File: config.mk
export PLATFORM = sky130hd
export DESIGN_NAME = multi_busy_timer
export DESIGN_NICKNAME = d
export VERILOG_FILES = /design/src/rtl/busy_timer_pkg.sv /design/src/rtl/busy_timer_chan.sv /design/src/rtl/multi_busy_timer.sv
export SDC_FILE = /design/constraint.sdc
export NUM_CORES = 1
export LEC_CHECK = 0
export BUFFER_PORTS_ARGS = -buffer_cell sky130_fd_sc_hd__buf_4
export CAP_MARGIN = 40
export CORE_MARGIN = 2
export CORE_UTILIZATION = 47
export CTS_CLUSTER_DIAMETER = 150
export CTS_CLUSTER_SIZE = 8
export DETAILED_ROUTE_END_ITERATION = 8
export PLACE_DENSITY_LB_ADDON = 0.25
export SLEW_MARGIN = 20
export SYNTH_ARGS = -nofsm -noshare
export SYNTH_HDL_FRONTEND = slang
export SYNTH_SLANG_ARGS = --single-unit
File: constraint.sdc
create_clock -name i_clk -period 2.15 [get_ports i_clk]
set_input_delay 0.645 -clock i_clk [delete_from_list [all_inputs] [get_ports i_clk]]
set_output_delay 0.645 -clock i_clk [all_outputs]
set_load 0.02 [all_outputs]
File: src/rtl/busy_timer_pkg.sv
`default_nettype none
// ============================================================================
// Module   : busy_timer_pkg
// Brief    : Shared types and limits for the multi-channel busy timer.
// Revision : 1.0 - initial release
// ============================================================================
package busy_timer_pkg;

    localparam int CW_MIN  = 2;
    localparam int CW_MAX  = 32;
    localparam int NCH_MIN = 1;
    localparam int NCH_MAX = 32;

    typedef enum logic {
        MODE_ONESHOT  = 1'b0,
        MODE_PERIODIC = 1'b1
    } mode_e;

    // Counter width clamped into the supported range.
    function automatic int count_w(input int cw);
        if (cw < CW_MIN) begin
            return CW_MIN;
        end
        if (cw > CW_MAX) begin
            return CW_MAX;
        end
        return cw;
    endfunction

endpackage
`default_nettype wire

File: src/rtl/busy_timer_chan.sv
`default_nettype none
// ============================================================================
// Module   : busy_timer_chan
// Brief    : One busy-timer channel: count, latched period, mode, done pulse.
// Revision : 1.0 - initial release
// ============================================================================
module busy_timer_chan
    import busy_timer_pkg::*;
#(
    parameter  int CW     = 8,
    parameter  int RETRIG = 0,
    localparam int W      = count_w(CW)
) (
    input  logic         i_clk,
    input  logic         i_rst_n,
    input  logic         i_start,
    input  logic [W-1:0] i_load,
    input  logic         i_mode,
    input  logic         i_abort,
    output logic         o_busy,
    output logic         o_done,
    output logic [W-1:0] o_count
);

    localparam logic [W-1:0] c_one = W'(1);

    logic [W-1:0] count_q;
    logic [W-1:0] count_d;
    logic [W-1:0] period_q;
    logic [W-1:0] period_d;
    mode_e        mode_q;
    mode_e        mode_d;
    logic         done_q;
    logic         done_d;

    logic         w_run;
    logic         w_accept;

    assign w_run    = (count_q != '0);
    assign w_accept = i_start && (i_load != '0) && (!w_run || (RETRIG != 0));

    // Priority: abort, accepted start, expiry, decrement.
    always_comb begin
        count_d  = count_q;
        period_d = period_q;
        mode_d   = mode_q;
        done_d   = 1'b0;
        if (i_abort) begin
            count_d = '0;
        end else if (w_accept) begin
            count_d  = i_load;
            period_d = i_load;
            mode_d   = mode_e'(i_mode);
        end else if (count_q == c_one) begin
            done_d  = 1'b1;
            count_d = (mode_q == MODE_PERIODIC) ? period_q : '0;
        end else if (w_run) begin
            count_d = count_q - c_one;
        end
    end

    always_ff @(posedge i_clk or negedge i_rst_n) begin
        if (!i_rst_n) begin
            count_q  <= '0;
            period_q <= '0;
            mode_q   <= MODE_ONESHOT;
            done_q   <= 1'b0;
        end else begin
            count_q  <= count_d;
            period_q <= period_d;
            mode_q   <= mode_d;
            done_q   <= done_d;
        end
    end

    assign o_busy  = w_run;
    assign o_done  = done_q;
    assign o_count = count_q;

`ifdef FORMAL
    logic prev_done_q;

    always_ff @(posedge i_clk or negedge i_rst_n) begin
        if (!i_rst_n) begin
            prev_done_q <= 1'b0;
        end else begin
            prev_done_q <= done_q;
        end
    end

    always_comb begin
        if (i_rst_n) begin
            a_count_le_period: assert (count_q <= period_q);
            a_no_double_done:  assert (!(done_q && prev_done_q && (period_q > c_one)));
        end
    end
`endif

endmodule
`default_nettype wire

File: src/rtl/multi_busy_timer.sv
`default_nettype none
// ============================================================================
// Module   : multi_busy_timer
// Brief    : NCH independent busy timers with one-shot/periodic modes.
// Revision : 1.0 - initial release
// ============================================================================
module multi_busy_timer
    import busy_timer_pkg::*;
#(
    parameter int NCH    = 4,
    parameter int CW     = 8,
    parameter int RETRIG = 0
) (
    input  logic              i_clk,
    input  logic              i_rst_n,
    input  logic [NCH-1:0]    i_start,
    input  logic [NCH*CW-1:0] i_load,
    input  logic [NCH-1:0]    i_mode,
    input  logic [NCH-1:0]    i_abort,
    output logic [NCH-1:0]    o_busy,
    output logic [NCH-1:0]    o_done,
    output logic              o_any_busy,
    output logic [NCH*CW-1:0] o_count
);

    for (genvar c = 0; c < NCH; c++) begin : g_chan
        busy_timer_chan #(
            .CW     (CW),
            .RETRIG (RETRIG)
        ) u_chan (
            .i_clk   (i_clk),
            .i_rst_n (i_rst_n),
            .i_start (i_start[c]),
            .i_load  (i_load[c*CW +: CW]),
            .i_mode  (i_mode[c]),
            .i_abort (i_abort[c]),
            .o_busy  (o_busy[c]),
            .o_done  (o_done[c]),
            .o_count (o_count[c*CW +: CW])
        );
    end

    assign o_any_busy = |o_busy;

endmodule
`default_nettype wire
# Word level (Yosys, flattened, before mapping)

Index checks and enable logic that the tools add are counted.

Flip-flop bits (word level): 72
Bits of input ports: 46
Logic and storage cells: 89

Add/sub/neg operators: 4
Equality and inequality tests: 4
Mux-type cells: 32
Bitwise gates (word level): 4
Reduce and logical (&&, ||, !) cells: 29

Operator list:

| operator                                                            | number |
|---|---|
| 8-bit 2-to-1 mux                                                    | 20 |
| 8-bit nonzero test                                                  | 8 |
| 8-bit by 1-bit == test with 1-bit output (second input constant)    | 4 |
| 8-bit by 1-bit subtractor with 8-bit output (second input constant) | 4 |
| 4-bit nonzero test                                                  | 4 |
| 1-bit 2-to-1 mux                                                    | 12 |
| 1-bit logical AND                                                   | 8 |
| 2-bit AND reduction                                                 | 4 |
| 1-bit logical NOT                                                   | 4 |
| 1-bit NOT                                                           | 4 |
| 4-bit OR reduction                                                  | 1 |

# Depth between registers and ports, before layout

Gate-level depths: netlist of run 1.

Depth in word-level cells: 5
Mapped depth: 7
Depth with buffers taken out: 7

# By module

From an unflattened synthesis of run 1, not the netlist that was laid out.

Cells, all modules: 428
Area, all modules: 4,498.1 µm²

Modules (own cells, without submodules):

| module                                  | times used | cells an instance | area an instance (µm²) | sequential area each (µm²) |
|---|---|---|---|---|
| busy_timer_chan at g_chan[0].u_chan ... | 3          | 106               | 1,121.1                | 450.4 |
| busy_timer_chan at g_chan[3].u_chan     | 1          | 109               | 1,127.3                | 450.4 |
| multi_busy_timer                        | 1          | 1                 | 7.5                    | 0.0 |

# Least setup slack after synthesis of run 1

Ideal clock, no wire load.

Path kind: register -> output
Start: reg g_chan[3].u_chan.count_q[3]
End: out o_any_busy
Arrival time: 1.742 ns
Data required time: 1.505 ns
Path slack: -0.237 ns
Cell stages (with the launch flop): 4
Buffers on the path: 0
Cells stage by stage: dfrtp_1 -> nor4_4 -> nand3_2 -> or4_1

Word-level cells in the longest chain between the ends: 2

Ends and longest elaborated chain:

| item                        | line                   | source |
|---|---|---|
| start: declaration          | busy_timer_chan.sv:27  | `logic [W-1:0] count_q;` |
| start signal: assignment    | busy_timer_chan.sv:69  | `count_q <= count_d;` |
| 8-bit nonzero test          | busy_timer_chan.sv:39  | `assign w_run = (count_q != '0);` |
| net g_chan[3].u_chan.o_busy | busy_timer_chan.sv:20  | `output logic o_busy,` |
| 4-bit OR reduction          | multi_busy_timer.sv:43 | `assign o_any_busy = \|o_busy;` |
| end: declaration            | multi_busy_timer.sv:22 | `output logic o_any_busy,` |

The timed path passes the listed nets, and every way through them passes these cells.

# Final worst setup path of run 1

Start: reg g_chan[2].u_chan.count_q[7]
End: out o_any_busy

Word-level cells in the longest chain between the ends: 2

Ends and longest elaborated chain:

| item                     | line |
|---|---|
| start: declaration       | busy_timer_chan.sv:27 |
| start signal: assignment | busy_timer_chan.sv:69 |
| 8-bit nonzero test       | busy_timer_chan.sv:39 |
| 4-bit OR reduction       | multi_busy_timer.sv:43 |

No other way between the ends.

==> flow_summary_export.csv, run 1 <==
group,metric,value,unit
yosys,yosys_register_bits,72,
global_route,antenna_found_initial,0,
floorplan,fp-row-count,34,
timing,worst_slack,-0.410,ns
clock_tree,cts.clk_slew.worst_paths,0.08,ns
yosys,yosys_warnings,0,
detailed_routing,first_pass_iters,5,
timing,rsz0062_at_grt,"true",
detailed_routing,drcViolationCount,0,
job,drv_cap,0,
power_and_ir_drop,total_power,8.08,mW
layout,fill_cells,703,
detailed_routing,drt-total-wl,11600,µm
timing,final_hold_viol_count,0,
timing,max_freq,0.391,GHz
critical_path,slowest_stage,"or4_4",
floorplan,core,8640,µm²
place,place_inst,681,
global_route,grtUsageTotal,24.4,%
yosys,ys_seq_area_share,43.7,%
place,portBuffers,86,
floorplan,start_util,47.8,%
detailed_routing,num_vias,4016,
yosys,syn-num-nets,492,
clock_tree,cts_htree_levels,3,
detailed_routing,first_iter_violations,138,
critical_path,end_kind,"output port",
timing,worst_pin_slew,0.561,ns
timing,fin_tns_setup,-0.746,ns
detailed_routing,viasPerCell,5.69,
yosys,yosysTopAreaCellShare,43.7,%
layout,diodes,0,
clock_tree,clock_latency,0.34,ns
critical_path,start_kind,"register",
place,dp_hpwl,8440,µm
critical_path,cp.arrival,1.91,ns
timing,whs,0.284,ns
critical_path,path_cells,"nor4_4 -> nand3_2 -> or4_4 -> buf_6",
yosys,synth_cell_types,51,
global_route,grt_pass1_wl,19200,µm
run_status,violations,"setup timing",
yosys,synth_area_leaders,"dfrtp_1, o21ai_0, nand2_1",
global_route,grt_pass1_vias,4101,
critical_path,required,1.50,ns
power_and_ir_drop,irDropWorstVdd,0.787,mV
global_route,gr-total-overflow,0,
run_status,status,"finished with violations",
clock_tree,cts_buffers,9,
timing,post-route-period-util,119,%
timing,fin_crit,2.56,ns
clock_tree,cts_tree,"built",
layout,area_delta_synth_final,39.1,%
timing,setup_violations,5,
timing,slew_headroom,62.6,%
power_and_ir_drop,leakage,2.75,nW
floorplan,dieArea,9550,µm²
detailed_routing,ant_nets,0,
critical_path,slowest_delay,0.54,ns
layout,layout-drive-gt1-share,36.3,%
floorplan,fp.dieH,97.7,µm
power_and_ir_drop,powerDensity,1410,nW/µm²
global_route,grt_max_degree,41,
floorplan,io_pins,87,
layout,nets,651,
clock_tree,cts-root-buf,"clkbuf_8",
critical_path,path_class,"register to output port",
yosys,avgSynthCellArea,9.51,µm²
clock_tree,cts_sinks,72,
layout,finalNonFillerCells,706,
layout,multi_input_area,2120,µm²
floorplan,die_x,97.7,µm
timing,report.final.slew_viol_count,0,
timing,worst_clock_skew,0.0116,ns
layout,ff_latch_area,1800,µm²
critical_path,critPathMaxFanout,2,
yosys,synthCells,434,
yosys,yosys.area.top_type,"dfrtp_1",
clock_tree,cts.path.max_buffers,2,
detailed_routing,wl_per_cell,16.4,µm
yosys,synth_area,4130,µm²
place,place_congestion,0.898,
min_path,hp-class,"input port to async pin",
[cell families (layout without fill, tap and decap cells)]
family                   after synthesis  after routing  synth area share [%]
XOR/XNOR                              17             17                  3.61
AND/OR/NAND/NOR                      143            143                  20.6
buffers and inverters                 53            217                  5.85
flip-flops                            72             72                  43.7
adder cells (fa/ha/maj)               12             12                  3.64
AO/OA/AOI/OAI                        126            126                  19.6
multiplexers                          11             11                  2.97
[registers in the layout, indices dropped and copies added (netlist names)]
signal                  count
g_chan.u_chan.o_count      32
g_chan.u_chan.period_q     32
g_chan.u_chan.mode_q        4
g_chan.u_chan.o_done        4
[area by class of cell]
| cell class | count | share of cell area [%] |
|---|---|---|
| Inverter | 33 | 2.16 |
| Multi-Input combinational cell | 309 | 37.0 |
| Timing Repair Buffer | 168 | 22.9 |
| Clock buffer | 12 | 2.88 |
| Sequential cell | 72 | 31.4 |
| Clock inverter | 4 | 1.31 |
| Tap cell | 108 | 2.35 |
[final timing paths]
check	startpoint	endpoint	slack (ns)	cells after the start
worst max-delay path	g_chan[2].u_chan.o_count[7]	o_any_busy	-0.41	4
worst min-delay path	i_rst_n	g_chan[0].u_chan.period_q[2]	0.28	1
worst max register to register	g_chan[1].u_chan.o_count[1]	g_chan[1].u_chan.o_count[7]	0.07	6
worst min register to register	g_chan[2].u_chan.period_q[2]	g_chan[2].u_chan.period_q[2]	0.51	1
max in group asynchronous	i_rst_n	g_chan[2].u_chan.period_q[4]	1.30	2
min in group i_clk	g_chan[2].u_chan.period_q[2]	g_chan[2].u_chan.period_q[2]	0.51	1
[critical path: cells and delay by family (launching register included)]
kind / cells / cell delay [ns]
buf+inv: 1 / 0.15
flops: 1 / 0.41
simple gates: 3 / 1.02
[synthesized netlist by cell type, drive strengths merged]
cell	count
o22ai	3
a21boi	5
a221oi	1
nand3	17
a32o	3
a22oi	4
a211oi	1
o31a	3
a41oi	4
a211o	5
xor2	8
and2	2
nand4	1
nor3b	4
nor3	1
and3	13
mux2i	1
or4	7
xnor2	9
a32oi	4
nand2b	3
nand4b	1
a21o	2
ha	12
nor2	30
nand2	44
o311ai	2
o41ai	5
dfrtp	72
buf	16
a41o	2
nor4	20
clkbuf	4
o21a	1
o31ai	4
a21oi	31
a31oi	5
mux2	10
o211ai	3
inv	33
o32ai	1
o21ai	37
[per-stage QoR]
step	setup WS (ns)	utilization [%]	instance area [µm²]
finish	-0.410	66.5	5740
floorplan	-0.146	-	4130
global route	-0.480	66.5	5740
global placement	-0.151	62.2	5370
detailed placement	-0.182	62.2	5370
CTS	-0.418	65.5	5660
[repair_timing]
item                       in CTS  in global routing
gates resized for setup         5                  6
pin swaps                       6                  6
buffers inserted                3                  6
hold buffers                    0                  0
gates cloned                    0                  0
setup endpoints to repair      18                 27
[routing by layer]
metal  GRT usage, %  wire [µm]  vias to the layer above
li1               -          -                     1895
met1           31.8       4960                     1931
met2           41.0       5670                      162
met3           4.24        646                       28
met4           9.40        299                        0
met5              0          0                        -
[report_power, final]
group          total (mW)  internal (mW)  switching, mW
Sequential           2.35           1.92          0.426
Combinational        4.45           2.11           2.35
Clock                1.28          0.749          0.528
[cells in the final DEF, fill, tap and decap left out, types with 4 or more instances in the layout]
master,n
buf_4,161
nor2_1,30
nand2_1,44
o21ai_0,37
a41oi_1,4
dfrtp_1,70
o41ai_1,4
nor4_1,12
clkbuf_8,12
a211o_1,5
nor3b_4,4
a21oi_1,31
inv_1,33
a32oi_1,4
a22oi_1,4
a31oi_1,5
o31ai_1,4
or4_1,4
and3_1,12
nor4_4,5
xnor2_1,9
ha_1,12
nand3_1,13
buf_6,4
mux2_2,10
xor2_1,8
No activity file was read; power rests on OpenSTA's default activity.
==> run 2: changes to the inputs <==
--- a/config.mk
+++ b/config.mk
@@ -13,6 +13,7 @@
 export CTS_CLUSTER_SIZE = 8
 export DETAILED_ROUTE_END_ITERATION = 8
 export PLACE_DENSITY_LB_ADDON = 0.25
+export REMOVE_ABC_BUFFERS = 1
 export SLEW_MARGIN = 20
 export SYNTH_ARGS = -nofsm -noshare
 export SYNTH_HDL_FRONTEND = slang
==> run 2 against run 1 <==
Against the previous run: the run still ends with setup timing left; worst hold slack worse by 0.22 ns; combinational power grew 2%; clock power fell by 13%; non-clock buffer count shrank 3; die area unchanged; wire length shrank 1.5%; sequential share of layout area about the same; first-iteration DRC count grew 40%; highest routed layer unchanged.
==> flow_summary_export.csv, run 2 (synthesized netlist as in run 1, its figures left out) <==
group,metric,value,unit
run_status,status,"finished with violations",
run_status,violations,"setup timing",
clock_tree,cts.clk_slew.worst_paths,0.08,ns
clock_tree,cts_htree_levels,3,
clock_tree,cts_buffers,9,
min_path,hp-class,"input port to async pin",
detailed_routing,wl_per_cell,16.2,µm
detailed_routing,drt-met1-wl,5100,µm
timing,fin_tns_setup,-1.35,ns
place,dp_hpwl,8280,µm
power_and_ir_drop,leakage,2.74,nW
critical_path,cp.arrival,1.91,ns
global_route,antenna_found_initial,0,
layout,fin_area,5730,µm²
detailed_routing,first_iter_violations,193,
layout,final_cell_mix,"buf_4, dfrtp_1, nand2_1, inv_1, o21ai_0",
place,place_congestion,0.905,
critical_path,required,1.50,ns
critical_path,start_kind,"register",
critical_path,cp_top_family,"simple AND/OR/NAND/NOR gates",
layout,layout-drive-gt1-share,37.6,%
timing,final_hold_viol_count,0,
detailed_routing,wl_met2,5540,µm
timing,setup_violations,17,
layout,diodes,0,
global_route,grt_pass1_wl,18800,µm
floorplan,core,8640,µm²
power_and_ir_drop,powerDensity,1400,nW/µm²
global_route,gr-total-overflow,0,
power_and_ir_drop,irDropWorstVdd,0.633,mV
timing,max_freq,0.391,GHz
critical_path,path_cells,"nor4_4 -> nand3_4 -> or4_4 -> buf_6",
job,drv_cap,0,
detailed_routing,drcViolationCount,0,
timing,post-route-period-util,119,%
place,portBuffers,86,
detailed_routing,drt-total-wl,11400,µm
place,placed_cell_area,5280,µm²
detailed_routing,ant_nets,0,
global_route,grt_max_degree,71,
critical_path,slowest_stage,"or4_4",
global_route,grt_pass1_vias,4017,
floorplan,die_x,97.7,µm
timing,report.final.slew_viol_count,0,
timing,slew_headroom,66.9,%
power_and_ir_drop,total_power,8.02,mW
timing,worst_clock_skew,0.00837,ns
critical_path,slowest_delay,0.54,ns
clock_tree,clock_latency,0.35,ns
floorplan,start_util,47.8,%
timing,worst_slack,-0.407,ns
layout,area_delta_synth_final,38.9,%
critical_path,critPathMaxFanout,2,
floorplan,fp-row-count,34,
floorplan,io_pins,87,
clock_tree,cts_sinks,72,
layout,fill_cells,725,
floorplan,fp.dieH,97.7,µm
floorplan,dieArea,9550,µm²
timing,rsz0062_at_grt,"true",
clock_tree,cts_tree,"built",
clock_tree,cts-root-buf,"clkbuf_8",
critical_path,r2r_slack,-0.12,ns
timing,worst_pin_slew,0.491,ns
timing,fin_crit,2.56,ns
critical_path,path_class,"register to output port",
detailed_routing,met3_wirelength,559,µm
layout,finish.utilization,66.4,%
critical_path,critPathBufInv,1,
detailed_routing,top_layer_used,"met4",
detailed_routing,first_pass_iters,5,
layout,final_common_cell,"buf_4",
global_route,grtUsageTotal,23.9,%
clock_tree,cts.path.max_buffers,2,
detailed_routing,viasPerCell,5.64,
timing,whs,0.0658,ns
layout,nets,648,
detailed_routing,num_vias,3962,
critical_path,end_kind,"output port",
==> run 2: changes by cell type in the layout (fill, tap and decap cells not counted), moves of 2 or more <==
cell,change
a21oi_1,-3
o21ai_2,+4
buf_4,-8
buf_6,+6
a21oi_2,+3
o21ai_0,-4
clkinv_2,+2
nand2_1,-7
nand2_2,+6
nor4_2,-2
==> run 2: path summary, 6_finish.rpt <==
| check | start | to | cells past startpoint |
|---|---|---|---|
| worst min-delay path | i_rst_n | g_chan[0].u_chan.mode_q | 1 |
| max in group asynchronous | i_rst_n | g_chan[1].u_chan.o_count[5] | 2 |
| worst min register to register | g_chan[1].u_chan.period_q[0] | g_chan[1].u_chan.period_q[0] | 1 |
| worst max-delay path | g_chan[0].u_chan.o_count[5] | o_any_busy | 4 |
| worst max register to register | g_chan[1].u_chan.o_count[5] | g_chan[1].u_chan.o_count[4] | 10 |
| min in group i_clk | g_chan[1].u_chan.period_q[0] | g_chan[1].u_chan.period_q[0] | 1 |
==> run 2: what timing repair did <==
action	4_1_cts	5_1_grt
gates cloned	0	1
resized for setup	10	28
hold buffers	0	0
endpoints found under the setup margin	8	49
setup buffers	9	9
pin swaps	7	11
==> run 2: worst register-to-register path, stage by stage (launching register included) <==
cell     delay (ns)
dfrtp_1        0.41
nor4_4         0.31
nand3_2        0.15
buf_4          0.16
buf_6          0.11
buf_4          0.12
buf_4          0.15
nor3b_4        0.35
buf_6          0.20
nand2_2        0.10
a21oi_2        0.15
==> run 2: per-layer routing <==
| layer | track usage, % | vias to the layer above |
|---|---|---|
| met1 | 32.7 | 1928 |
| met3 | 3.53 | 18 |
| li1 | - | 1890 |
| met4 | 9.72 | 0 |
| met2 | 38.5 | 126 |
| met5 | 0 | - |
==> run 2: power by group <==
| part | total [mW] | internal, mW | switching [mW] |
|---|---|---|---|
| Combinational | 4.53 | 2.16 | 2.36 |
| Sequential | 2.37 | 1.92 | 0.446 |
| Clock | 1.12 | 0.595 | 0.529 |
| Total | 8.02 | 4.68 | 3.34 |
==> run 2: per-stage QoR <==
| stage | std cells | setup slack, ns |
|---|---|---|
| 6_report | 703 | -0.407 |
| 2_1_floorplan | 414 | -0.352 |
| 4_1_cts | 694 | -0.425 |
| 3_5_place_dp | 672 | -0.316 |
| 3_3_place_gp | 672 | -0.222 |
| 5_1_grt | 703 | -0.470 |
==> run 2: area by class of cell <==
type                    instances  area (µm²)  share of cell area [%]
flip-flops and latches         72        1800                    31.5
well taps                     108         135                    2.36
multi-input cells             309        2160                    37.7
repair buffers                165        1300                    22.7
inverters                      33         124                    2.16
clock buffers                  11         151                    2.64
clock inverters                 5        55.1                   0.961
